[config.mk]
export PLATFORM = sky130hd
export DESIGN_NAME = key_direction_queue
export DESIGN_NICKNAME = d
export VERILOG_FILES = /design/src/rtl/key_direction_queue_pkg.sv /design/src/rtl/key_direction_queue_debouncer.sv /design/src/rtl/key_direction_queue.sv
export SDC_FILE = /design/constraint.sdc
export NUM_CORES = 1
export LEC_CHECK = 0
export BUFFER_PORTS_ARGS = -buffer_cell sky130_fd_sc_hd__buf_2
export CAP_MARGIN = 20
export CORE_ASPECT_RATIO = 1.25
export CORE_UTILIZATION = 54
export DETAILED_ROUTE_END_ITERATION = 10
export PLACE_DENSITY_LB_ADDON = 0.15
export SKIP_LAST_GASP = 1
export SYNTH_ARGS = -nofsm -noshare
export SYNTH_HDL_FRONTEND = slang
export SYNTH_HIERARCHICAL = 1
export SYNTH_SLANG_ARGS = --single-unit
[constraint.sdc]
create_clock -name clk -period 6.7 [get_ports clk]
set_input_delay 0.335 -clock clk [delete_from_list [all_inputs] [get_ports clk]]
set_output_delay 0.335 -clock clk [all_outputs]
set_load 0.1 [all_outputs]
[src/rtl/key_direction_queue_pkg.sv]
// Shared definitions for the maze-game key input stage and the player controller.
// Direction codes map key index i directly to direction code i.
package key_direction_queue_pkg;

  localparam int NUM_KEYS = 4;

  typedef enum logic [1:0] {
    DIR_POS_X = 2'd0,
    DIR_POS_Y = 2'd1,
    DIR_NEG_X = 2'd2,
    DIR_NEG_Y = 2'd3
  } dir_t;

  typedef struct packed {
    logic hit;
    dir_t dir;
  } push_req_t;

  // Lowest-index set bit wins, so KEY0 has priority when presses coincide.
  function automatic push_req_t pick_pending(input logic [NUM_KEYS-1:0] pend);
    push_req_t r;
    r.hit = 1'b0;
    r.dir = DIR_POS_X;
    for (int i = NUM_KEYS - 1; i >= 0; i--) begin
      if (pend[i]) begin
        r.hit = 1'b1;
        r.dir = dir_t'(2'(i));
      end
    end
    return r;
  endfunction

endpackage

[src/rtl/key_direction_queue_debouncer.sv]
// One key: two-flop synchroniser, inversion to active-high, and a stability
// counter that only lets a level change through after a sustained difference.
module key_debouncer #(
  parameter int DEBOUNCE_CYCLES = 500000
) (
  input  logic clk,
  input  logic rst,
  input  logic key_n,
  output logic level
);

  localparam int CNT_W = $clog2(DEBOUNCE_CYCLES + 1);

  logic [1:0]       sync;
  logic [CNT_W-1:0] cnt;
  logic             sample;

  assign sample = sync[1];

  // The counter runs while the synced sample disagrees with the accepted level;
  // acceptance lands DEBOUNCE_CYCLES+2 edges after a clean key change.
  always_ff @(posedge clk) begin
    if (rst) begin
      sync  <= '0;
      cnt   <= '0;
      level <= 1'b0;
    end else begin
      sync <= {sync[0], ~key_n};
      if (sample == level) begin
        cnt <= '0;
      end else if (cnt == CNT_W'(DEBOUNCE_CYCLES)) begin
        level <= sample;
        cnt   <= '0;
      end else begin
        cnt <= cnt + 1'b1;
      end
    end
  end

endmodule

[src/rtl/key_direction_queue.sv]
// Debounced key presses become direction requests queued in a small FIFO,
// drained by the player-movement controller with a valid/ack handshake.
module key_direction_queue
  import key_direction_queue_pkg::*;
#(
  parameter int DEBOUNCE_CYCLES = 500000,
  parameter int FIFO_DEPTH      = 4
) (
  input  logic       clk,
  input  logic       rst,
  input  logic [3:0] key_n,
  input  logic       flush,
  input  logic       dir_ack,
  output logic       dir_valid,
  output logic [1:0] dir,
  output logic [3:0] keys_held,
  output logic       overflow
);

  localparam int PTR_W = $clog2(FIFO_DEPTH);
  localparam int CNT_W = PTR_W + 1;

  logic [NUM_KEYS-1:0] held_q;
  logic [NUM_KEYS-1:0] press;
  logic [NUM_KEYS-1:0] pending;
  logic [NUM_KEYS-1:0] pend_clr;
  dir_t                mem [FIFO_DEPTH];
  logic [PTR_W-1:0]    rd_ptr;
  logic [PTR_W-1:0]    wr_ptr;
  logic [PTR_W-1:0]    tail_ptr;
  logic [CNT_W-1:0]    count;
  push_req_t           req;
  logic                pop;
  logic                full;
  logic                dup;
  logic                do_push;
  logic                drop_full;

  for (genvar i = 0; i < NUM_KEYS; i++) begin : g_deb
    key_debouncer #(
      .DEBOUNCE_CYCLES(DEBOUNCE_CYCLES)
    ) u_deb (
      .clk  (clk),
      .rst  (rst),
      .key_n(key_n[i]),
      .level(keys_held[i])
    );
  end

  assign press    = keys_held & ~held_q;
  assign req      = pick_pending(pending);
  assign pend_clr = req.hit ? (NUM_KEYS'(1) << req.dir) : '0;

  assign dir_valid = (count != '0);
  assign dir       = mem[rd_ptr];
  assign full      = (count == CNT_W'(FIFO_DEPTH));
  assign tail_ptr  = wr_ptr - PTR_W'(1);
  assign pop       = dir_valid & dir_ack;

  // A request matching the newest queued entry adds nothing for the mover.
  assign dup       = dir_valid && (req.dir == mem[tail_ptr]);
  assign do_push   = req.hit && !dup && (!full || pop);
  assign drop_full = req.hit && !dup && full && !pop;

  always_ff @(posedge clk) begin
    if (rst) begin
      held_q   <= '0;
      pending  <= '0;
      rd_ptr   <= '0;
      wr_ptr   <= '0;
      count    <= '0;
      overflow <= 1'b0;
      for (int i = 0; i < FIFO_DEPTH; i++) mem[i] <= DIR_POS_X;
    end else begin
      held_q <= keys_held;
      if (flush) begin
        pending <= '0;
        rd_ptr  <= '0;
        wr_ptr  <= '0;
        count   <= '0;
      end else begin
        pending <= (pending & ~pend_clr) | press;
        if (do_push) begin
          mem[wr_ptr] <= req.dir;
          wr_ptr      <= wr_ptr + 1'b1;
        end
        if (pop) rd_ptr <= rd_ptr + 1'b1;
        count <= count + CNT_W'(do_push) - CNT_W'(pop);
        if (drop_full) overflow <= 1'b1;
      end
    end
  end

endmodule

==> Yosys cells after proc, flatten, opt, wreduce, memory -nomap -nowiden <==
Memories as Yosys holds them, arrays and structs flattened. A register that Yosys moved wholly into a read port is not among the register bits.
Cells that the tools add are included.
{ "totals": {"regBits": 104, "in_bits": 8, "elab_cells": 91, "output_inout_bits": 8, "ram_bits": 8, "mem_count": 1} }
{ "mem_list": {"columns": ["name", "words", "word_bits", "rd", "rd_ports_with_merged_regs", "write_ports", "line", "source"], "rows": [
  ["mem", 4, 2, 2, 1, 4, "key_direction_queue.sv:27", "dir_t mem [FIFO_DEPTH];"]
]} }
{ "classes": {"n_eq_ne": 10, "addsub": 9, "shift": 1, "n_bitwise": 15, "muxes": 16, "n_reduce_logical": 21} }
{ "ops": {"columns": ["operator", "count"], "rows": [
  ["adder 19 x 1 -> 19 bit, second input constant", 4],
  ["== test 19 bit, second input constant", 4],
  ["two-way mux 3 bit", 4],
  ["OR reduction 3 bit", 4],
  ["AND reduction 2 bit", 5],
  ["NOT 1 bit", 9],
  ["AND 4 bit", 2],
  ["two-way mux 2 bit", 4],
  ["NOT 4 bit", 2],
  ["two-way mux 1 bit", 7],
  ["logical AND 1 bit", 5],
  ["adder 2 x 1 -> 2 bit, second input constant", 2],
  ["== test 1 bit", 4],
  ["two-way mux 4 bit", 1],
  ["OR 4 bit", 1],
  ["OR reduction 2 bit", 2],
  ["<< shifter 1 x 2 -> 4 bit, first input constant", 1],
  ["adder 3 x 1 -> 3 bit", 1],
  ["== test 3 bit, second input constant", 1],
  ["zero test 1 bit", 3],
  ["nonzero test 3 bit", 1],
  ["subtractor 3 x 1 -> 3 bit", 1],
  ["== test 2 bit", 1],
  ["subtractor 2 x 1 -> 2 bit, second input constant", 1],
  ["2 further kinds", 2]
]} }

==> Logic depth before layout (Yosys ltp) <==
{ "depth": {"depth_word": 15, "depth_mapped": 11} }

==> Cells and area by module <==
The synthesis kept the hierarchy.
{ "by_module_without_submodules": {"columns": ["mod", "seq_area_each_um2", "area_per_inst_um2", "instances", "cells_each"], "rows": [
  ["key_debouncer", 440.4, 988.4, 4, 110],
  ["key_direction_queue", 600.6, 1197.4, 1, 109]
]} }

==> Worst setup path before layout <==
OpenSTA, ideal clock, no wires.
{ "synth_timing": {"path_kind": "register to register", "start": "register wr_ptr[0]", "end": "register count[2]", "setup_slack_ns": 4.095, "path_buffers": 1, "period_less_slack_ns": 2.605, "setup_ns": 0.128, "t_required_ns": 6.572, "path_stages_with_launch": 12, "t_arrival_ns": 2.477, "cell_sequence": "dfxtp_1 > buf_6 > mux4_2 > xnor2_2 > o31a_1 > nand3_1 > nand2_1 > ha_1 > fa_1 > xnor2_1 > xnor2_1 > nor2_1"} }
{ "synth_via": {"elab_chain_len": 9} }
{ "synth_lines": {"columns": ["item", "line", "source"], "rows": [
  ["start: declaration", "key_direction_queue.sv:29", "logic [PTR_W-1:0] wr_ptr;"],
  ["start signal: assignment", "key_direction_queue.sv:85", "wr_ptr <= wr_ptr + 1'b1;"],
  ["subtractor 2 x 1 -> 2 bit", "key_direction_queue.sv:57", "assign tail_ptr = wr_ptr - PTR_W'(1);"],
  ["memory read (4 x 2 bit)", null, null],
  ["== test 2 bit", "key_direction_queue.sv:61", "assign dup = dir_valid && (req.dir == mem[tail_ptr]);"],
  ["logical AND 1 bit", "key_direction_queue.sv:61", null],
  ["zero test 1 bit", "key_direction_queue.sv:62", "assign do_push = req.hit && !dup && (!full || pop);"],
  ["logical AND 1 bit (2 in series)", "key_direction_queue.sv:62", null],
  ["adder 3 x 1 -> 3 bit", "key_direction_queue.sv:88", "count <= count + CNT_W'(do_push) - CNT_W'(pop);"],
  ["subtractor 3 x 1 -> 3 bit", "key_direction_queue.sv:88", null],
  ["end signal: assignment", "key_direction_queue.sv:88", null],
  ["end: declaration", "key_direction_queue.sv:31", "logic [CNT_W-1:0] count;"]
]} }
Every way passes these cells.
A chain may end at the register's enable or synchronous reset.

==> Worst setup path after layout <==
Same ends and word-level chain as after synthesis.

==> flow_summary.ini <==
[yosys]
synthTopCellsByArea = dfxtp_1, xnor2_1, nor2_1, edfxtp_1, nor4_1
async_flop_share_pct = 0
ys_warn_count = 6
synth-seq-cells = 114
synth_top_area_share_pct = 41.2
syn-num-nets = 567
ys_types = 43
syn_area_sq_mm = 0.00515
ys_seq_area_share_pct = 45.9
yosysTopAreaCell = dfxtp_1
synth_cells = 549
synth_area_per_cell_sq_um = 9.38
synth-edff-count = 8
synth_flop_cell = dfxtp_1

[floorplan]
ioPinCount = 16
core_area_sq_mm = 0.00922
die_h_microns = 111
fp.dieW_microns = 89.4
rows = 39
die_area_sq_mm = 0.00994
start_util_pct = 55.9

[power_and_ir_drop]
p_comb_share_pct = 1.5
p_switching_w = 0.000324
intPower_w = 0.00124
pwr_density_cell_mw_per_mm2 = 266
vdd_drop_max_mv = 0.171
cellLeakagePower_nw = 1.77
swShare_pct = 20.7
seqPwrFrac_pct = 44.2
pwr-share-clk_pct = 54.2
total_power_w = 0.00157

[timing]
finalSetupViolCount = 0
fin_ws_ns = 3.72
slew_violations = 0
setup-tns-final_ns = 0
tightest_slew_ns = 0.676
rsz0062_at_grt = false
hold_viol_final = 0
clock_skew_ns = 0.0102
min_period_over_period_pct = 44.4
max_slew_margin_pct = 54.3
clock.fmax_ghz = 0.336
layout_min_cycle_time_ns = 2.98

[global_route]
antenna_found_initial = 0
grt_max_degree = 28
grt.met1_usage_pct = 22.8
grt_overflow = 0
grt_pass1_vias = 3706
grt_pass1_wl_microns = 15800
grt.busiest_layer = met2
use_met3_pct = 6.55
gr-usage-all-layers_pct = 20.6
grt_util_met2_pct = 34.2

[setup_path]
crit-reg2reg-launch = wr_ptr[0]
start_kind = register
cp_top_family = adder cells
cp.required_ns = 6.99
crit_arrival_ns = 3.27
critPathKind = reg -> reg
cp_max_fo = 10
path_cells = mux4_2 > xnor2_2 > o31a_1 > nand3_1 > nand2_1 > ha_1 > fa_1 > xnor2_1 > xnor2_1 > nor2_1
rrSetupSlack_ns = 3.72
worst_r2r_endpoint = count[2]
worst_r2r_path_depth = 10
crit_buf_inv = 0
max_stage_delay_ns = 0.60
crit_path_top_delay_cell = mux4_2
end_kind = register
crit_top_cell = xnor2_1

[place]
place_congestion = 0.854
port_buffers = 15
placed_area_sq_mm = 0.00531
dp_hpwl_microns = 6290
dpl_worst_slack_ns = 3.75

[cts]
cts_tree = built
clk_pin_slew_ns = 0.05
numCtsBuffers = 17
cts-root-buf = clkbuf_16
clock-sinks = 114
post_cts_buffers = 0
clock_latency_ns = 0.41
clockBufferDepth = 2
cts_resized = 0
cts_max_level = 4
ctsHoldBuffers = 0

[finish]
final_area_sq_mm = 0.00588
area_growth_pct = 14.2
fill_cells = 767
final_util_pct = 63.8
drive_gt1_share_pct = 12.9
design.final.nets = 593
antenna_cells = 0
multi_input_area_sq_mm = 0.00258
seq_area_sq_mm = 0.00236

[routing]
wl_per_cell_microns = 13.0
drc = 0
via_per_inst = 5.41
drt_iter0_drc = 111
num_vias = 3847
ant_nets = 0
routed_wirelength_microns = 9220
drtPass1Iterations = 4

[flow_run]
cap_viol_max_count = 0

[min_path]
min_from = key_n[0]
hold-path-cell-count = 2
holdPathEnd = g_deb[0].u_deb/sync[0]
min_path_type = in -> reg

[status]
status = finished, final reports clean
[power groups by stage]
stage | clock network [W] | registers, W | logic (W)
6_report | 0.000850 | 0.000693 | 0.0000241
3_5_place_dp | 0 | 0.000707 | 0.0000243
5_1_grt | 0.000903 | 0.000693 | 0.0000265
3_3_place_gp | 0 | 0.000707 | 0.0000238
2_1_floorplan | 0 | 0.000707 | 0.0000176
4_1_cts | 0.000872 | 0.000693 | 0.0000244
[metal layers]
layer / vias to the layer above / share of wire, %
met4: 0 / 2.3
li1: 1974 / -
met5: - / 0
met3: 19 / 3.3
met1: 1800 / 43
met2: 54 / 51
[layout make-up]
| type | instances | area share (%) |
|---|---|---|
| Multi-Input combinational cell | 390 | 43.9 |
| Sequential cell | 114 | 40.1 |
| Clock buffer | 19 | 7.36 |
| Tap cell | 123 | 2.62 |
| Clock inverter | 13 | 2.36 |
| Inverter | 37 | 2.36 |
| Timing Repair Buffer | 15 | 1.28 |
[stage by stage]
step	hold slack (ns)	cells
after floorplan	0.371	549
after global placement	0.378	679
after detailed placement	0.383	679
after CTS	0.0569	711
after global routing	0.0694	711
final	0.0760	711
[cell families (layout without fill, tap and decap cells)]
| kind of cell | after synthesis | after routing | share of synthesized area (%) |
|---|---|---|---|
| AND/OR/NAND/NOR | 260 | 260 | 27.3 |
| multiplexers | 4 | 4 | 1.75 |
| XOR/XNOR | 70 | 70 | 12.2 |
| flip-flops | 114 | 114 | 45.9 |
| buffers and inverters | 45 | 84 | 4.01 |
| AO/OA/AOI/OAI | 46 | 46 | 6.29 |
| adder cells (fa/ha/maj) | 10 | 10 | 2.57 |
[how the worst max path moves through the flow]
stage	startpoint	end	slack [ns]	depth (start not counted)
floorplan	wr_ptr[0]	count[2]	4.10	11
global placement	wr_ptr[0]	count[2]	3.85	10
finish	wr_ptr[0]	count[2]	3.72	10
global route	wr_ptr[0]	count[2]	3.62	10
CTS	wr_ptr[0]	count[2]	3.72	10
detailed placement	wr_ptr[0]	count[2]	3.75	10
[synthesized netlist by cell type (5+ instances only)]
cell type	count
a21oi_1	18
nor3_1	16
nor4_1	29
nand3_1	21
nor2b_1	9
or3_1	8
nand3_2	8
edfxtp_1	8
inv_1	37
nand2_1	17
nand4_1	21
or4_1	5
nor2_1	99
xor2_1	6
o21ai_0	10
xnor2_1	62
buf_6	5
ha_1	9
dfxtp_1	106
[worst register-to-register path, cell delays in order, from the launching register on]
cell,delay [ns]
dfxtp_1,0.56
mux4_2,0.61
xnor2_2,0.17
o31a_1,0.36
nand3_1,0.11
nand2_1,0.06
ha_1,0.20
fa_1,0.40
xnor2_1,0.19
xnor2_1,0.15
nor2_1,0.06
[state kept, by name (all words and copies together), names as in the netlist, named ones only]
signal             count
pending                4
held_q                 4
rd_ptr                 2
mem                    8
g_deb.u_deb/level      4
overflow               1
wr_ptr                 2
count                  3
g_deb.u_deb/sync       8
g_deb.u_deb/cnt       76
[cell usage in the layout, fill, tap and decap left out, types with 5 or more instances in the layout]
master	count
buf_2	15
a21oi_1	18
dfxtp_1	106
inv_1	37
nor3_1	16
xnor2_1	62
clkbuf_16	17
xor2_1	6
nor4_1	29
or3_1	8
ha_1	9
o21ai_0	10
nand3_1	21
edfxtp_1	8
nand4_1	21
or4_1	5
nor2b_1	9
clkinvlp_4	5
nand3_2	8
nand2_1	17
nor2_1	99
Power figures use the tool's default switching activity.
